[src/rtl/dequantizer_stream.sv]
// -----------------------------------------------------------------------------
// dequantizer_stream
//   Streaming coefficient dequantizer. Every coefficient of a raster-ordered
//   BLOCK_SIZE x BLOCK_SIZE block is shifted left by a per-position amount
//   taken from one of NUM_TABLES programmable shift tables. The table is
//   chosen once per block, on its first coefficient. There is a 2-stage
//   valid/ready pipeline: stage 1 holds the coefficient and the shift looked
//   up for it, and stage 2 holds the shifted result.
//
//   Optional feature macro: DEQ_SATURATE_EN
//     defined   : a result that overflows is clamped to the signed range
//     undefined : a result is truncated to COEFF_WIDTH bits (wraps)
//
// Ports
//   clk, rst_n         clock, asynchronous active-low reset
//   in_valid/in_ready  input handshake
//   in_coeff           signed quantized coefficient
//   in_tsel            table select, sampled on idx 0 only
//   in_last            framing marker from the source
//   out_valid/ready    output handshake
//   out_coeff          dequantized coefficient
//   out_last           emitted coefficient had idx N-1
//   tbl_we/sel/addr/data  shift table write port
//   sync_err           sticky framing error
// -----------------------------------------------------------------------------
module dequantizer_stream #(
   parameter int BLOCK_SIZE  = 8,
   parameter int COEFF_WIDTH = 54,
   parameter int SHIFT_WIDTH = 3,
   parameter int NUM_TABLES  = 2,
   parameter int TSEL_W      = (NUM_TABLES > 1) ? $clog2(NUM_TABLES) : 1,
   parameter int ADDR_W      = $clog2(BLOCK_SIZE*BLOCK_SIZE)
) (
   input  logic                   clk,
   input  logic                   rst_n,
   input  logic                   in_valid,
   output logic                   in_ready,
   input  logic [COEFF_WIDTH-1:0] in_coeff,
   input  logic [TSEL_W-1:0]      in_tsel,
   input  logic                   in_last,
   output logic                   out_valid,
   input  logic                   out_ready,
   output logic [COEFF_WIDTH-1:0] out_coeff,
   output logic                   out_last,
   input  logic                   tbl_we,
   input  logic [TSEL_W-1:0]      tbl_sel,
   input  logic [ADDR_W-1:0]      tbl_addr,
   input  logic [SHIFT_WIDTH-1:0] tbl_data,
   output logic                   sync_err
);

   localparam int N = BLOCK_SIZE*BLOCK_SIZE;
   localparam logic [ADDR_W-1:0] LAST_IDX = ADDR_W'(N-1);

   logic [SHIFT_WIDTH-1:0] r_tbl [NUM_TABLES][N];
   logic [ADDR_W-1:0]      r_idx;
   logic [TSEL_W-1:0]      r_tsel;
   logic                   r_rdy;
   logic                   r_sync_err;

   logic                   r_s1_vld;
   logic [COEFF_WIDTH-1:0] r_s1_coeff;
   logic [SHIFT_WIDTH-1:0] r_s1_shift;
   logic                   r_s1_last;

   logic                   r_s2_vld;
   logic [COEFF_WIDTH-1:0] r_s2_coeff;
   logic                   r_s2_last;

   logic                   w_s2_adv;
   logic                   w_acc;
   logic [TSEL_W-1:0]      w_tsel;
   logic [SHIFT_WIDTH-1:0] w_shift;
   logic [COEFF_WIDTH-1:0] w_res;

   // Stage 2 can take new data when it is empty or it is draining this cycle.
   // Stage 1 can then always move on, so input is refused only when both
   // stages are full and the output is blocked.
   assign w_s2_adv = !r_s2_vld || out_ready;
   assign in_ready = r_rdy && !(r_s1_vld && r_s2_vld && !out_ready);
   assign w_acc    = in_valid && in_ready;

   // The table is chosen live on idx 0 and held for the rest of the block.
   // An out-of-range select falls back to table 0.
   always_comb begin
      w_tsel = (r_idx == '0) ? in_tsel : r_tsel;
      if (int'(w_tsel) >= NUM_TABLES) w_tsel = '0;
   end

   // The table read comes from registered state. A write in the same cycle
   // therefore cannot be seen until the next lookup.
   assign w_shift = r_tbl[w_tsel][r_idx];

`ifdef DEQ_SATURATE_EN
   localparam int MAXSH = (1 << SHIFT_WIDTH) - 1;
   localparam int WW    = COEFF_WIDTH + MAXSH;
   logic [WW-1:0]    w_ext;
   logic [WW-1:0]    w_shl;
   logic [MAXSH:0]   w_hi;
   // The shift is done at full width. The result fits in COEFF_WIDTH only
   // if every bit above the new sign bit is a copy of that sign bit.
   always_comb begin
      w_ext = {{MAXSH{r_s1_coeff[COEFF_WIDTH-1]}}, r_s1_coeff};
      w_shl = w_ext << r_s1_shift;
      w_hi  = w_shl[WW-1:COEFF_WIDTH-1];
      w_res = w_shl[COEFF_WIDTH-1:0];
      if (!((&w_hi) || !(|w_hi)))
         w_res = w_shl[WW-1] ? {1'b1, {(COEFF_WIDTH-1){1'b0}}}
                             : {1'b0, {(COEFF_WIDTH-1){1'b1}}};
   end
`else
   assign w_res = r_s1_coeff << r_s1_shift;
`endif

   always_ff @(posedge clk or negedge rst_n) begin
      if (!rst_n) begin
         for (int t = 0; t < NUM_TABLES; t++)
            for (int a = 0; a < N; a++)
               r_tbl[t][a] <= '0;
      end else if (tbl_we && (int'(tbl_sel) < NUM_TABLES)) begin
         r_tbl[tbl_sel][tbl_addr] <= tbl_data;
      end
   end

   always_ff @(posedge clk or negedge rst_n) begin
      if (!rst_n) begin
         r_rdy      <= 1'b0;
         r_idx      <= '0;
         r_tsel     <= '0;
         r_sync_err <= 1'b0;
         r_s1_vld   <= 1'b0;
         r_s1_coeff <= '0;
         r_s1_shift <= '0;
         r_s1_last  <= 1'b0;
         r_s2_vld   <= 1'b0;
         r_s2_coeff <= '0;
         r_s2_last  <= 1'b0;
      end else begin
         r_rdy <= 1'b1;
         if (w_acc) begin
            r_s1_vld   <= 1'b1;
            r_s1_coeff <= in_coeff;
            r_s1_shift <= w_shift;
            r_s1_last  <= (r_idx == LAST_IDX);
            if (r_idx == '0) r_tsel <= w_tsel;
            if (in_last != (r_idx == LAST_IDX)) r_sync_err <= 1'b1;
            // A source-signalled end of block always resynchronises to idx 0.
            r_idx <= (in_last || r_idx == LAST_IDX) ? '0 : r_idx + 1'b1;
         end else if (w_s2_adv) begin
            r_s1_vld <= 1'b0;
         end
         if (w_s2_adv) begin
            r_s2_vld <= r_s1_vld;
            if (r_s1_vld) begin
               r_s2_coeff <= w_res;
               r_s2_last  <= r_s1_last;
            end
         end
      end
   end

   assign out_valid = r_s2_vld;
   assign out_coeff = r_s2_coeff;
   assign out_last  = r_s2_last;
   assign sync_err  = r_sync_err;

endmodule

[config.mk]
export PLATFORM = sky130hd
export DESIGN_NAME = dequantizer_stream
export DESIGN_NICKNAME = d
export VERILOG_FILES = /design/src/rtl/dequantizer_stream.sv
export SDC_FILE = /design/constraint.sdc
export NUM_CORES = 1
export LEC_CHECK = 0
export CORE_ASPECT_RATIO = 0.9
export CORE_MARGIN = 2
export CORE_UTILIZATION = 55
export CTS_CLUSTER_DIAMETER = 50
export DETAILED_ROUTE_END_ITERATION = 6
export PLACE_DENSITY = 0.76
export SLEW_MARGIN = 30
export SYNTH_ARGS = -nofsm -noshare
export SYNTH_HDL_FRONTEND = slang
export SYNTH_SLANG_ARGS = --single-unit
[constraint.sdc]
create_clock -name clk -period 3.2 [get_ports clk]
set_input_delay 0.96 -clock clk [delete_from_list [all_inputs] [get_ports clk]]
set_output_delay 0.96 -clock clk [all_outputs]
set_load 0.01 [all_outputs]
==> results.py <==
metrics = {
    "timing": {
        "setup_viol": 0,
        "clock-skew-final_ns": 0.0120,
        "finalCriticalPeriod_ns": 3.16,
        "final_hold_viol_count": 0,
        "relSlewSlack": 0.313,
        "worstMarginPinSlew_ns": 1.03,
        "finalCritPeriodShare": 0.987,
        "clock.fmax_ghz": 0.317,
        "rsz0062_at_grt": "true",
        "slew_violations": 0,
        "worst_slack_ns": 0.0422,
    },
    "global_routing": {
        "grt_overflow": 0,
        "grt_use_total": 0.372,
        "first_global_vias": 20900,
        "grt_pass1_wl_um": 131000,
        "antenna_found_initial": 2,
        "grt_max_degree": 129,
    },
    "yosys": {
        "netlist_instances": 2217,
        "syn-num-nets": 2291,
        "synth_common_cells": "dfrtp_1 (508), mux2_2 (385), nand2_1 (325)",
        "yosys-top-cells-area": "dfrtp_1 (51%), mux2_2 (17%), nand2_1 (4.9%)",
        "ys_ff_latch": 508,
        "seq_area_frac_synth": 0.508,
        "synth_top_area_share": 0.508,
        "synth_xor_area_frac": 0,
        "synth_mux_area_frac": 0.250,
        "syn_area_per_cell_um2": 11.3,
        "synth_ff_type": "dfrtp_1",
        "synth_area_um2": 25000,
        "synth_most_common_cell": "dfrtp_1",
        "synth_edf_count": 0,
        "synth_top_family_by_area": "multiplexers",
        "yosys_warnings": 0,
        "async_reset_ff_frac": 1.00,
        "synth_compound_area_frac": 0.0954,
        "yosys.area_share.adder": 0.00150,
        "ys_types": 76,
        "synth-simple-area-share": 0.118,
        "synth_top_area_cell": "dfrtp_1",
    },
    "critical_path": {
        "endpoint": "r_s1_shift[1]",
        "worstPathRequired_ns": 3.68,
        "ff2ff_setup_slack_ns": 0.04,
        "critPathArrivalTime_ns": 3.64,
        "crit_path_end_kind": "flop",
        "path_class": "reg2reg",
        "reg2reg_depth": 13,
        "r2r_start": "r_idx[5]",
        "critPathMaxFanout": 7,
        "critical_path.startpoint": "r_idx[5]",
        "r2r_end": "r_s1_shift[1]",
        "crit_path_start_kind": "flop",
    },
    "clocking": {
        "clock_path_buffers": 3,
        "clockRootBuffer": "clkbuf_16",
        "numCtsBuffers": 54,
        "cts_tree": "done",
        "cts_num_sinks": 508,
        "clk_pin_slew_ns": 0.06,
        "hold_buffers": 0,
        "h-tree-depth": 2,
        "clk_latency_ns": 0.62,
    },
    "power": {
        "p_leak_nw": 14.2,
        "vdd_drop_max_v": 0.000450,
        "p_sw_frac": 0.328,
        "seqPwrFrac": 0.385,
        "power_density_nw_per_um2": 684,
        "comb_power_share": 0.304,
        "switching_power_mw": 6.86,
        "p_int_mw": 14.1,
        "power_frac_clock": 0.311,
        "power_mw": 20.9,
    },
    "floorplan": {
        "die_x_um": 229,
        "die_h_um": 206,
        "dieArea_um2": 47200,
        "initial_core_util": 0.554,
        "core_um2": 45200,
        "rows": 74,
        "ios": 129,
    },
    "routing": {
        "ant_nets": 0,
        "drtIter0Drc": 3044,
        "wirelength_um": 87300,
        "wl_per_cell_um": 27.8,
        "via_per_inst": 6.60,
        "drcViolationCount": 16,
        "first_pass_iters": 7,
        "num_vias": 20700,
    },
    "run_status": {
        "outcome": "finished, violations left",
        "violations": "design-rule violations",
    },
    "placement": {
        "dp.cells": 3029,
        "gp_congestion": 1.02,
        "port_buffers": 128,
        "postPlaceCellArea_um2": 28500,
        "hpwlAfterDp_um": 61300,
        "place_ws_ns": -0.899,
    },
    "final_layout": {
        "area_growth_pct": 22.3,
        "final_area_um2": 30600,
        "drive_above_1_share": 0.330,
        "fin_nets": 2558,
        "instances_no_fill": 3137,
    },
    "job": {
        "cap_violations": 0,
    },
    "hold_path": {
        "hp-class": "in2async",
    },
}
how the worst min path moves through the flow:
| stage | end | slack [ns] | cells after the start |
|---|---|---|---|
| global route | r_s1_coeff[37] | 0.33 | 1 |
| global placement | sync_err | 0.45 | 1 |
| finish | out_coeff[39] | 0.30 | 1 |
| CTS | r_s1_coeff[37] | 0.32 | 1 |
| detailed placement | sync_err | 0.45 | 1 |
| floorplan | r_s1_coeff[52] | 0.44 | 2 |
repair_timing:
item	4_1_cts	5_1_grt
buffers inserted	0	7
resized for setup	17	36
endpoints found under the setup margin	4	3
pin swaps	4	14
power by group through the flow:
stage,Combinational [mW],Clock (mW),Sequential [mW]
2_1_floorplan,3.38,0,7.86
4_1_cts,6.04,6.56,8.10
3_3_place_gp,5.86,0,8.16
5_1_grt,6.71,6.84,8.14
3_5_place_dp,5.96,0,8.20
6_report,6.36,6.51,8.07
per-stage QoR:
| step | util | hold slack (ns) | setup TNS (ns) |
|---|---|---|---|
| 6_report | 0.677 | 0.304 | 0 |
| 3_5_place_dp | 0.630 | 0.448 | -2.93 |
| 3_3_place_gp | 0.630 | 0.445 | -2.38 |
| 5_1_grt | 0.677 | 0.327 | 0 |
| 2_1_floorplan | - | 0.445 | 0 |
| 4_1_cts | 0.672 | 0.317 | 0 |
cell type report:
| cell class | instances | area, um2 |
|---|---|---|
| clock inverter | 20 | 204 |
| clock buffer | 79 | 1660 |
| fill | 3376 | 14600 |
| sequential | 508 | 12700 |
| antenna | 2 | 5.00 |
| tap | 608 | 761 |
| multi-input combinational | 1540 | 11900 |
| timing repair buffer | 371 | 3360 |
| inverter | 9 | 33.8 |
layout by cell type, fill, tap and decap left out, drive strengths merged, types with 20 or more instances in the layout:
| cell type | Yosys | routed |
|---|---|---|
| dfrtp | 508 | 508 |
| mux2 | 386 | 386 |
| nand2 | 325 | 325 |
| buf | 29 | 247 |
| nor2 | 166 | 166 |
| clkdlybuf4s50 | 0 | 122 |
| o21ai | 102 | 102 |
| mux2i | 95 | 95 |
| clkbuf | 131 | 79 |
| o22ai | 54 | 54 |
| mux4 | 43 | 43 |
| a21oi | 35 | 35 |
| nor3 | 22 | 22 |
| nand3 | 20 | 20 |
state kept, by name (all words and copies together), names as in the netlist:
signal      count
out_valid       1
r_tsel          1
r_s1_last       1
r_s1_vld        1
r_idx           6
out_coeff      54
r_s1_shift      3
r_tbl         384
out_last        1
r_rdy           1
sync_err        1
r_s1_coeff     54
cell families (layout without fill, tap and decap cells):
| family | after synthesis | after routing |
|---|---|---|
| and+or+nand+nor | 661 | 661 |
| adders and majority gates | 3 | 3 |
| DFF | 508 | 508 |
| muxes | 524 | 524 |
| other | 1 | 3 |
| buffers and inverters | 169 | 479 |
| AOI/OAI and AO/OA | 351 | 351 |
layer usage:
metal / up-vias / part of all wire / track usage / wire, um
li1: 8611 / - / - / -
met3: 347 / 0.10 / 0.0894 / 8900
met5: - / 0.00031 / 0 / 27
met4: 4 / 0.057 / 0.197 / 4960
met1: 10500 / 0.40 / 0.506 / 34600
met2: 1283 / 0.45 / 0.559 / 38900
worst max-delay path, cell delays in order, from the launching register on:
cell       delay [ns]
dfrtp_2          0.44
buf_4            0.17
nor4_4           0.35
buf_4            0.21
a21oi_1          0.09
buf_4            0.19
nor2_4           0.15
buf_4            0.28
mux2i_2          0.29
a2111o_1         0.20
o2111ai_1        0.11
o32ai_1          0.31
buf_4            0.20
a31oi_2          0.04
No activity file was read; power rests on OpenSTA's default activity.
